--- src/rtl/div_ctrl.sv ---
// Multi-cycle radix-2 restoring divider with its own control FSM, for the DIV/DIVU instructions.
// Define DIV_ZERO_FLAG_EN to build a registered div_zero flag; without it, div_zero is tied to 0.
module div_ctrl #(
  parameter int WIDTH = 32
) (
  input  logic               clk,
  input  logic               rst,
  input  logic               start,
  input  logic               signed_div,
  input  logic [WIDTH-1:0]   opdata1,
  input  logic [WIDTH-1:0]   opdata2,
  input  logic               annul,
  output logic [2*WIDTH-1:0] result,
  output logic               ready,
  output logic               stall,
  output logic               div_zero
);

  localparam int CNT_W = $clog2(WIDTH + 1);

  typedef enum logic [1:0] {
    IDLE    = 2'd0,
    BY_ZERO = 2'd1,
    ON      = 2'd2,
    END     = 2'd3
  } state_t;

  state_t             state;
  state_t             state_nxt;
  logic [CNT_W-1:0]   cnt;
  logic [2*WIDTH:0]   work;
  logic [WIDTH-1:0]   divisor;
  logic               q_neg;
  logic               r_neg;
  logic [WIDTH:0]     diff;
  logic               last_step;

  function automatic logic [WIDTH-1:0] magnitude(input logic signed [WIDTH-1:0] v,
                                                 input logic sgn);
    return (sgn && (v < 0)) ? -v : v;
  endfunction

  function automatic logic [WIDTH-1:0] cond_neg(input logic [WIDTH-1:0] v, input logic neg);
    return neg ? -v : v;
  endfunction

  assign last_step = (cnt == CNT_W'(WIDTH));
  // Trial subtraction; diff[WIDTH] set means a borrow, so the partial remainder is restored.
  assign diff      = {1'b0, work[2*WIDTH-1:WIDTH]} - {1'b0, divisor};
  assign stall     = start & ~ready & ~annul;

  always_comb begin
    state_nxt = state;
    case (state)
      IDLE:    if (start) state_nxt = (opdata2 == '0) ? BY_ZERO : ON;
      BY_ZERO: state_nxt = END;
      ON:      if (last_step) state_nxt = END;
      END:     if (!start) state_nxt = IDLE;
      default: state_nxt = IDLE;
    endcase
    if (annul) state_nxt = IDLE;
  end

  always_ff @(posedge clk) begin
    if (rst) begin
      state  <= IDLE;
      cnt    <= '0;
      ready  <= 1'b0;
      result <= '0;
    end else begin
      state <= state_nxt;
      if (annul) begin
        cnt    <= '0;
        ready  <= 1'b0;
        result <= '0;
      end else begin
        case (state)
          IDLE: begin
            ready <= 1'b0;
            if (start) cnt <= '0;
          end
          BY_ZERO: result <= '0;
          ON: begin
            if (!last_step) begin
              cnt <= cnt + CNT_W'(1);
            end else begin
              result <= {cond_neg(work[2*WIDTH:WIDTH+1], r_neg),
                         cond_neg(work[WIDTH-1:0], q_neg)};
              ready  <= 1'b1;
            end
          end
          // The divide-by-zero path enters END with ready low; it rises here one edge later.
          END: ready <= start;
          default: ;
        endcase
      end
    end
  end

  // ---- operand latch and restoring iteration (no reset needed) ----
  always_ff @(posedge clk) begin
    case (state)
      IDLE: begin
        if (start) begin
          q_neg   <= signed_div & (opdata1[WIDTH-1] ^ opdata2[WIDTH-1]);
          r_neg   <= signed_div & opdata1[WIDTH-1];
          divisor <= magnitude(opdata2, signed_div);
          work    <= {{WIDTH{1'b0}}, magnitude(opdata1, signed_div), 1'b0};
        end
      end
      ON: begin
        if (!last_step) begin
          work <= diff[WIDTH] ? {work[2*WIDTH-1:0], 1'b0}
                              : {diff[WIDTH-1:0], work[WIDTH-1:0], 1'b1};
        end
      end
      default: ;
    endcase
  end

`ifdef DIV_ZERO_FLAG_EN
  logic dz;

  always_ff @(posedge clk) begin
    if (rst || annul)                 dz <= 1'b0;
    else if (state == BY_ZERO)        dz <= 1'b1;
    else if (state == END && !start)  dz <= 1'b0;
  end

  assign div_zero = dz;
`else
  assign div_zero = 1'b0;
`endif

endmodule

--- config.mk ---
export PLATFORM = sky130hd
export DESIGN_NAME = div_ctrl
export DESIGN_NICKNAME = d
export VERILOG_FILES = /design/src/rtl/div_ctrl.sv
export SDC_FILE = /design/constraint.sdc
export NUM_CORES = 1
export LEC_CHECK = 0
export CAP_MARGIN = 10
export CORE_UTILIZATION = 55
export DETAILED_ROUTE_END_ITERATION = 8
export PLACE_DENSITY = 0.79
export SYNTH_ARGS = -nofsm -noshare
export SYNTH_HDL_FRONTEND = slang
export SYNTH_SLANG_ARGS = --single-unit
--- constraint.sdc ---
create_clock -name clk -period 15 [get_ports clk]
set_clock_uncertainty 0.15 [all_clocks]
set_input_delay 3 -clock clk [delete_from_list [all_inputs] [get_ports clk]]
set_output_delay 3 -clock clk [all_outputs]
set_load 0.01 [all_outputs]
==> summary.md, run 1 <==
| Metric | Value |
|---|---|
| Met2 GRT Util | `41.2%` |
| Most used DFF post-synth | `edfxtp_1` |
| First-pass GRT wire length | `41,200 um` |
| DR vias | `just over 9,000` |
| Setup crit start kind | `input pin` |
| Final Hold Viols | `0` |
| Layout cells sized above 1 | `4.64%` |
| Most common library cell in the layout ignoring fill and taps | `nand2_1` |
| Worst-path fanout max | `4` |
| Synthesis warning total | `0` |
| CTS H-tree lvls | `4` |
| ANT cells | `0` |
| Arr. time, crit path | `4.28 ns` |
| Critical path buffer and inverter count | `2` |
| Largest family of logic cells by synthesized area | `compound AO/OA/AOI/OAI gates` |
| Die H | `141 um` |
| Hold crit path type | `reg2reg` |
| Setup CP Type | `in2out` |
| Clk root buf | `clkbuf_16` |
| Die area | `0.0198 mm^2` |
| Top cell type by total area after synthesis | `edfxtp_1` |
| Mapped Cells | `1,188` |
| Synth Cell Area | `0.0106 mm^2` |
| Pwr per Cell Area | `110 mW/mm^2` |
| RSZ-0062 raised after global routing | `no` |
| Post-CTS Setup Bufs | `0` |
| Compound-gate portion of the synthesized area | `18.4%` |
| Fin nets | `about 1,400` |
| Sequential area share after synthesis | `41.9%` |
| Post-Syn Area per Cell | `8.90 um^2` |
| Outcome | `complete, no violations` |
| Period utilization | `49.5%` |
| Number of synthesized register bits | `172` |
| FF+latch area | `0.00443 mm^2` |
| Lkg Pwr | `roughly 4.6 nW` |
| CP required | `11.85 ns` |
| Gp weighted congestion | `0.893` |
| Global-route track usage on met3 | `between 4 and 5%` |
| Final Power | `1.40 mW` |
| M1 GR Usage | `36.6%` |
| Most used cell, CP | `clkdlybuf4s50_1` |
| Final HPWL DP | `around 18,000 um` |
| Top Usage Layer GRT | `met2` |
| Largest cells by area after synthesis | `edfxtp_1, dfxtp_1, xnor2_1` |
| Max_slew headroom | `35.7%` |
| Antenna violations before repair | `0` |
| Commonest cells after routing, fill and taps aside | `nand2_1, clkdlybuf4s50_1, o21ai_0` |
| Max rail drop VDD | `79.9 uV` |
| Chip width | `roughly 140 um` |
| Async set or reset register ratio after synthesis | `0%` |
| Avg WL per Cell | `16.5 um` |
| Post-synthesis simple-gate area fraction | `16.8%` |
| Drt initial violations | `between 700 and 800` |
| Port Buffers | `134` |
| Setup TNS | `0 ns` |
| Max-slew violation count | `0` |
| Adder-cell area share of the yosys netlist | `5.16%` |
| Crit-path slowest cell | `clkdlybuf4s50_1` |
| CP endpoint kind | `output pin` |
| DRC Markers | `0` |
| CTS tree | `yes` |
| Slew @ Worst Pin | `0.960 ns` |
| Total track usage | `26.1%` |
| Distinct cells, synth | `64` |
| Ports | `~140` |
| DRT Pass-1 Iters | `5` |
| Later-pin clock latency in the skew report | `0.44 ns` |
| Post-synth EDFFs | `between 90 and 100` |
| Filler Cell Count | `1,541` |
| Delay-heaviest family, CP | `buffers and inverters` |
| Multi-input gate area | `between 0.005 and 0.006 mm^2` |
| DRT Wirelength | `25,500 um` |
| CP max stage delay | `0.57 ns` |
| Routed Antenna Nets | `0` |
| Area Growth Syn to Fin | `20.1%` |
| Max Cap Violations | `0` |
| Vias in the first global route | `8,270` |
| FMAX | `135 MHz` |
| Final Util | `67.7%` |
| Clk sinks | `172` |
| # rows | `50` |
| Final setup fails | `0` |
| Largest net degree at the start of global routing | `85` |
| Vias per cell | `between 5 and 6` |
| Crit-path cells | `clkdlybuf4s50_1 > nor3b_1 > clkdlybuf4s50_1` |
| Syn nets | `1,300` |
| Grt total ovfl | `0` |
| Core area | `0.0188 mm^2` |
| CTS Hold Bufs | `0` |
| Starting Density | `between 50% and 60%` |
| Clk pin slew, worst setup/hold paths | `approximately 0.07 ns` |
| Tmin final | `7.43 ns` |
| Share of the synthesized area in the top cell type | `28.1%` |
| Post-CTS sizing | `0` |
| Post-synthesis mux area share | `1.80%` |
| CTS Buf Count | `17` |
| CTS Buffer Depth | `2` |
| Post-Synth XOR/XNOR Area | `12.0%` |
[layer usage]
| metal | up-vias | wire length [um] |
|---|---|---|
| met2 | 332 | 11600 |
| met5 | - | 0 |
| met3 | 30 | 1680 |
| li1 | 4475 | - |
| met1 | 4245 | 11800 |
| met4 | 0 | 465 |
[cells by family after synthesis]
kind of cell    count (synthesis)
simple gates                  383
compound gates                317
flops                         172
xor+xnor                      145
buf+inv                       108
fa+ha+maj                      43
mux                            19
other cells                     1
[metrics by stage]
| stage | hold slack (ns) | worst slack [ns] | instances | area, um^2 |
|---|---|---|---|---|
| floorplan | 0.308 | 7.24 | 1188 | 10600 |
| global placement | 0.285 | 7.62 | 1518 | 12100 |
| global route | 0.313 | 7.49 | 1550 | 12700 |
| CTS | 0.300 | 7.55 | 1550 | 12700 |
| detailed placement | 0.291 | 7.57 | 1518 | 12100 |
| finish | 0.294 | 7.57 | 1550 | 12700 |
[cell usage after synthesis (6+ instances only)]
| master | number |
|---|---|
| nor4_1 | 7 |
| ha_1 | 42 |
| xnor2_1 | 84 |
| and3_1 | 6 |
| and2_1 | 7 |
| nand2b_1 | 11 |
| nand4_1 | 8 |
| a21oi_1 | 77 |
| o31ai_1 | 25 |
| dfxtp_1 | 73 |
| inv_1 | 55 |
| nand2_1 | 141 |
| o41ai_1 | 13 |
| nor3_1 | 19 |
| o21ai_0 | 111 |
| edfxtp_1 | 99 |
| nor2_1 | 106 |
| or3_1 | 18 |
| a21o_1 | 7 |
| or4_1 | 10 |
| o21ai_1 | 8 |
| o21a_1 | 8 |
| mux2i_1 | 19 |
| xor2_1 | 61 |
| clkbuf_1 | 48 |
| a22oi_1 | 27 |
| nand3_1 | 29 |
[layout make-up]
cell class | count | share of cell area [%]
Sequential cell | 172 | 34.9
Multi-Input combinational cell | 908 | 45.3
Clock buffer | 20 | 3.61
Tap cell | 234 | 2.31
Clock inverter | 12 | 0.857
Inverter | 56 | 1.66
Timing Repair Buffer | 148 | 11.4
[worst min-delay path: cells and delay by family (launching register included)]
kind / cells / cell delay (ns)
compound gates: 1 / 0.05
flops: 1 / 0.31
simple gates: 1 / 0.05
[power breakdown]
part | switching, mW | internal [mW] | leakage [nW]
Sequential | 0.0457 | 0.552 | 1.57
Combinational | 0.217 | 0.154 | 2.70
Clock | 0.192 | 0.240 | 0.285
Total | 0.454 | 0.946 | 4.55
[final timing paths]
path | end | depth (start not counted) | start | slack [ns]
setup / recovery | stall | 3 | start | 7.57
hold / removal | result[31] | 2 | result[31] | 0.29
hold reg to reg | result[31] | 2 | result[31] | 0.29
setup reg to reg | work[64] | 11 | work[39] | 10.84
[flip-flops by register name (all words and copies together) (netlist names)]
register,cells
divisor,32
r_neg,1
state,2
cnt,6
ready,1
work,65
q_neg,1
result,64
Note: power is estimated with default switching activity, not from simulation.
==> run 2: changes to the inputs <==
--- a/config.mk
+++ b/config.mk
@@ -6,9 +6,9 @@
 export NUM_CORES = 1
 export LEC_CHECK = 0
 export CAP_MARGIN = 10
-export CORE_UTILIZATION = 55
+export CORE_UTILIZATION = 51
 export DETAILED_ROUTE_END_ITERATION = 8
-export PLACE_DENSITY = 0.79
+export PLACE_DENSITY = 0.77
 export SYNTH_ARGS = -nofsm -noshare
 export SYNTH_HDL_FRONTEND = slang
 export SYNTH_SLANG_ARGS = --single-unit
==> constraint.sdc (replaced) <==
create_clock -name clk -period 6.34 [get_ports clk]
set_clock_uncertainty 0.15 [all_clocks]
set_input_delay 1.268 -clock clk [delete_from_list [all_inputs] [get_ports clk]]
set_output_delay 1.268 -clock clk [all_outputs]
set_load 0.01 [all_outputs]
==> run 2 against run 1 <==
Against the previous run: die area up 7.7%; sequential power is 140% higher; via count shrank 1.1%; global-route usage is 2.3 points lower; non-clock buffer count shrank 2; combinational power grew 130%; critical endpoint is now divisor[30].
==> summary.md, run 2 (synthesis gave the netlist of run 1 again) <==
| Metric | Value |
|---|---|
| Vias in the first global route | `roughly 8,000` |
| Avg WL per Cell | `15.7 um` |
| Clock power share | `30.3%` |
| Lkg Pwr | `~4.5 nW` |
| Max rail drop VDD | `194 uV` |
| Final Hold Viols | `0` |
| Clk root buf | `clkbuf_16` |
| Outcome | `complete, no violations` |
| Largest regs | `work (65), result (64), divisor (32)` |
| DR vias | `8,984` |
| Comb pwr share | `26.5%` |
| Largest net degree at the start of global routing | `56` |
| Final HPWL DP | `18,400 um` |
| RSZ-0062 raised after global routing | `no` |
| Fin nets | `1,413` |
| Setup slack, reg-to-reg | `2.15 ns` |
| Later-pin clock latency in the skew report | `0.43 ns` |
| Filler Cell Count | `1,698` |
| Layout cells sized above 1 | `4.49%` |
| CTS Buf Count | `17` |
| CTS Hold Bufs | `0` |
| Max Cap Violations | `0` |
| Clk sinks | `172` |
| CP endpoint kind | `flip-flop` |
| WL met3 | `approximately 1600 um` |
| Psw | `1.07 mW` |
| Slew @ Worst Pin | `1.09 ns` |
| Starting Density | `52.1%` |
| Pint | `2.20 mW` |
| DRT Wirelength | `24,900 um` |
| Tmin final | `4.37 ns` |
| Chip width | `about 150 um` |
| Antenna violations before repair | `0` |
| Final Util | `62.6%` |
| CTS Buffer Depth | `2` |
| Arr. time, crit path | `4.40 ns` |
| Max_slew headroom | `approximately 28%` |
| Gp weighted congestion | `roughly 0.9` |
| Setup crit start kind | `input pin` |
| Final setup fails | `0` |
| Switching Share | `32.8%` |
| Worst-path fanout max | `4` |
| Pwr per Cell Area | `roughly 260 mW/mm^2` |
| Core area | `about 0.020 mm^2` |
| Met2 WL post-DR | `around 11,000 um` |
| CTS H-tree lvls | `4` |
| Commonest cells after routing, fill and taps aside | `nand2_1, clkdlybuf4s50_1, o21ai_0` |
| Vias per cell | `5.67` |
| Routed Antenna Nets | `0` |
| CTS tree | `yes` |
| Hold crit path type | `reg2reg` |
| # rows | `52` |
| Met1 WL | `about 12,000 um` |
| DRC Markers | `0` |
| Period utilization | `between 60% and 70%` |
| FMAX | `around 230 MHz` |
| Largest register FFs | `65` |
| Port Buffers | `134` |
| Most common library cell in the layout ignoring fill and taps | `nand2_1` |
| Post-CTS Setup Bufs | `0` |
| Die H | `146 um` |
| Setup CP Type | `in2reg` |
| First-pass GRT wire length | `between 40,000 and 50,000 um` |
| Die area | `0.0213 mm^2` |
| DRT Pass-1 Iters | `5` |
| Post-CTS sizing | `0` |
| Total track usage | `23.8%` |
| Uppermost layer routed | `met4` |
| Area Growth Syn to Fin | `20.3%` |
| Ports | `136` |
| Clk pin slew, worst setup/hold paths | `0.07 ns` |
| Grt total ovfl | `0` |
| Largest register by flop count | `work` |
| Max-slew violation count | `0` |
| ANT cells | `0` |
| Sequential power share | `43.3%` |
| Drt initial violations | `between 700 and 800` |
| CP required | `around 6.4 ns` |
| Setup TNS | `0 ns` |
-- run 2: changes by cell type in the layout (fill, tap and decap cells not counted) --
cell	previous run	this run
inv_4	4	2
clkinvlp_4	0	1
inv_6	2	6
clkinv_2	2	0
bufinv_16	1	0
buf_4	14	12
-- run 2: metrics by stage --
stage | instances | hold WS (ns) | total power, mW | setup slack, ns | cell area, um^2
4_1_cts | 1584 | 0.302 | 3.29 | 1.99 | 12700
3_3_place_gp | 1552 | 0.283 | 2.27 | 1.61 | 12200
3_5_place_dp | 1552 | 0.292 | 2.29 | 1.54 | 12200
5_1_grt | 1584 | 0.319 | 3.45 | 1.74 | 12700
6_report | 1584 | 0.302 | 3.28 | 1.97 | 12700
2_1_floorplan | 1188 | 0.308 | 2.05 | 0.307 | 10600
-- run 2: final cells by class --
type	instances	area, um^2	area share [%]
Multi-Input combinational cell	908	5750	45.2
Tap cell	270	338	2.66
Inverter	56	210	1.65
Sequential cell	172	4430	34.9
Timing Repair Buffer	146	1430	11.3
Clock buffer	20	458	3.60
Clock inverter	12	98.8	0.777
-- run 2: worst paths after layout --
kind               from     endpoint  depth (start not counted)
max          opdata2[0]  divisor[30]                         11
min          result[29]   result[29]                          2
max reg2reg    work[39]     work[64]                         11
min reg2reg  result[29]   result[29]                          2
-- run 2: critical path, cell delays in order --
cell	delay (ns)
clkdlybuf4s50_1	0.45
inv_1	0.10
ha_1	0.19
or4b_2	0.66
or4b_1	0.56
nor3_1	0.29
and2_1	0.25
nand3_1	0.14
nor2_1	0.22
a21oi_1	0.10
xor2_1	0.16
-- run 2: power groups by stage --
stage	Clock (mW)	Combinational, mW	Sequential [mW]
after floorplan	0	0.639	1.41
after global placement	0	0.841	1.43
after detailed placement	0	0.856	1.44
after CTS	1.01	0.864	1.41
after global routing	1.05	0.970	1.43
final	0.993	0.868	1.42
-- run 2: routing by layer --
| metal | global-route usage (%) | vias up |
|---|---|---|
| met1 | 33.4 | 4134 |
| li1 | - | 4476 |
| met4 | 9.17 | 0 |
| met5 | 0 | - |
| met3 | 3.48 | 48 |
| met2 | 37.1 | 326 |
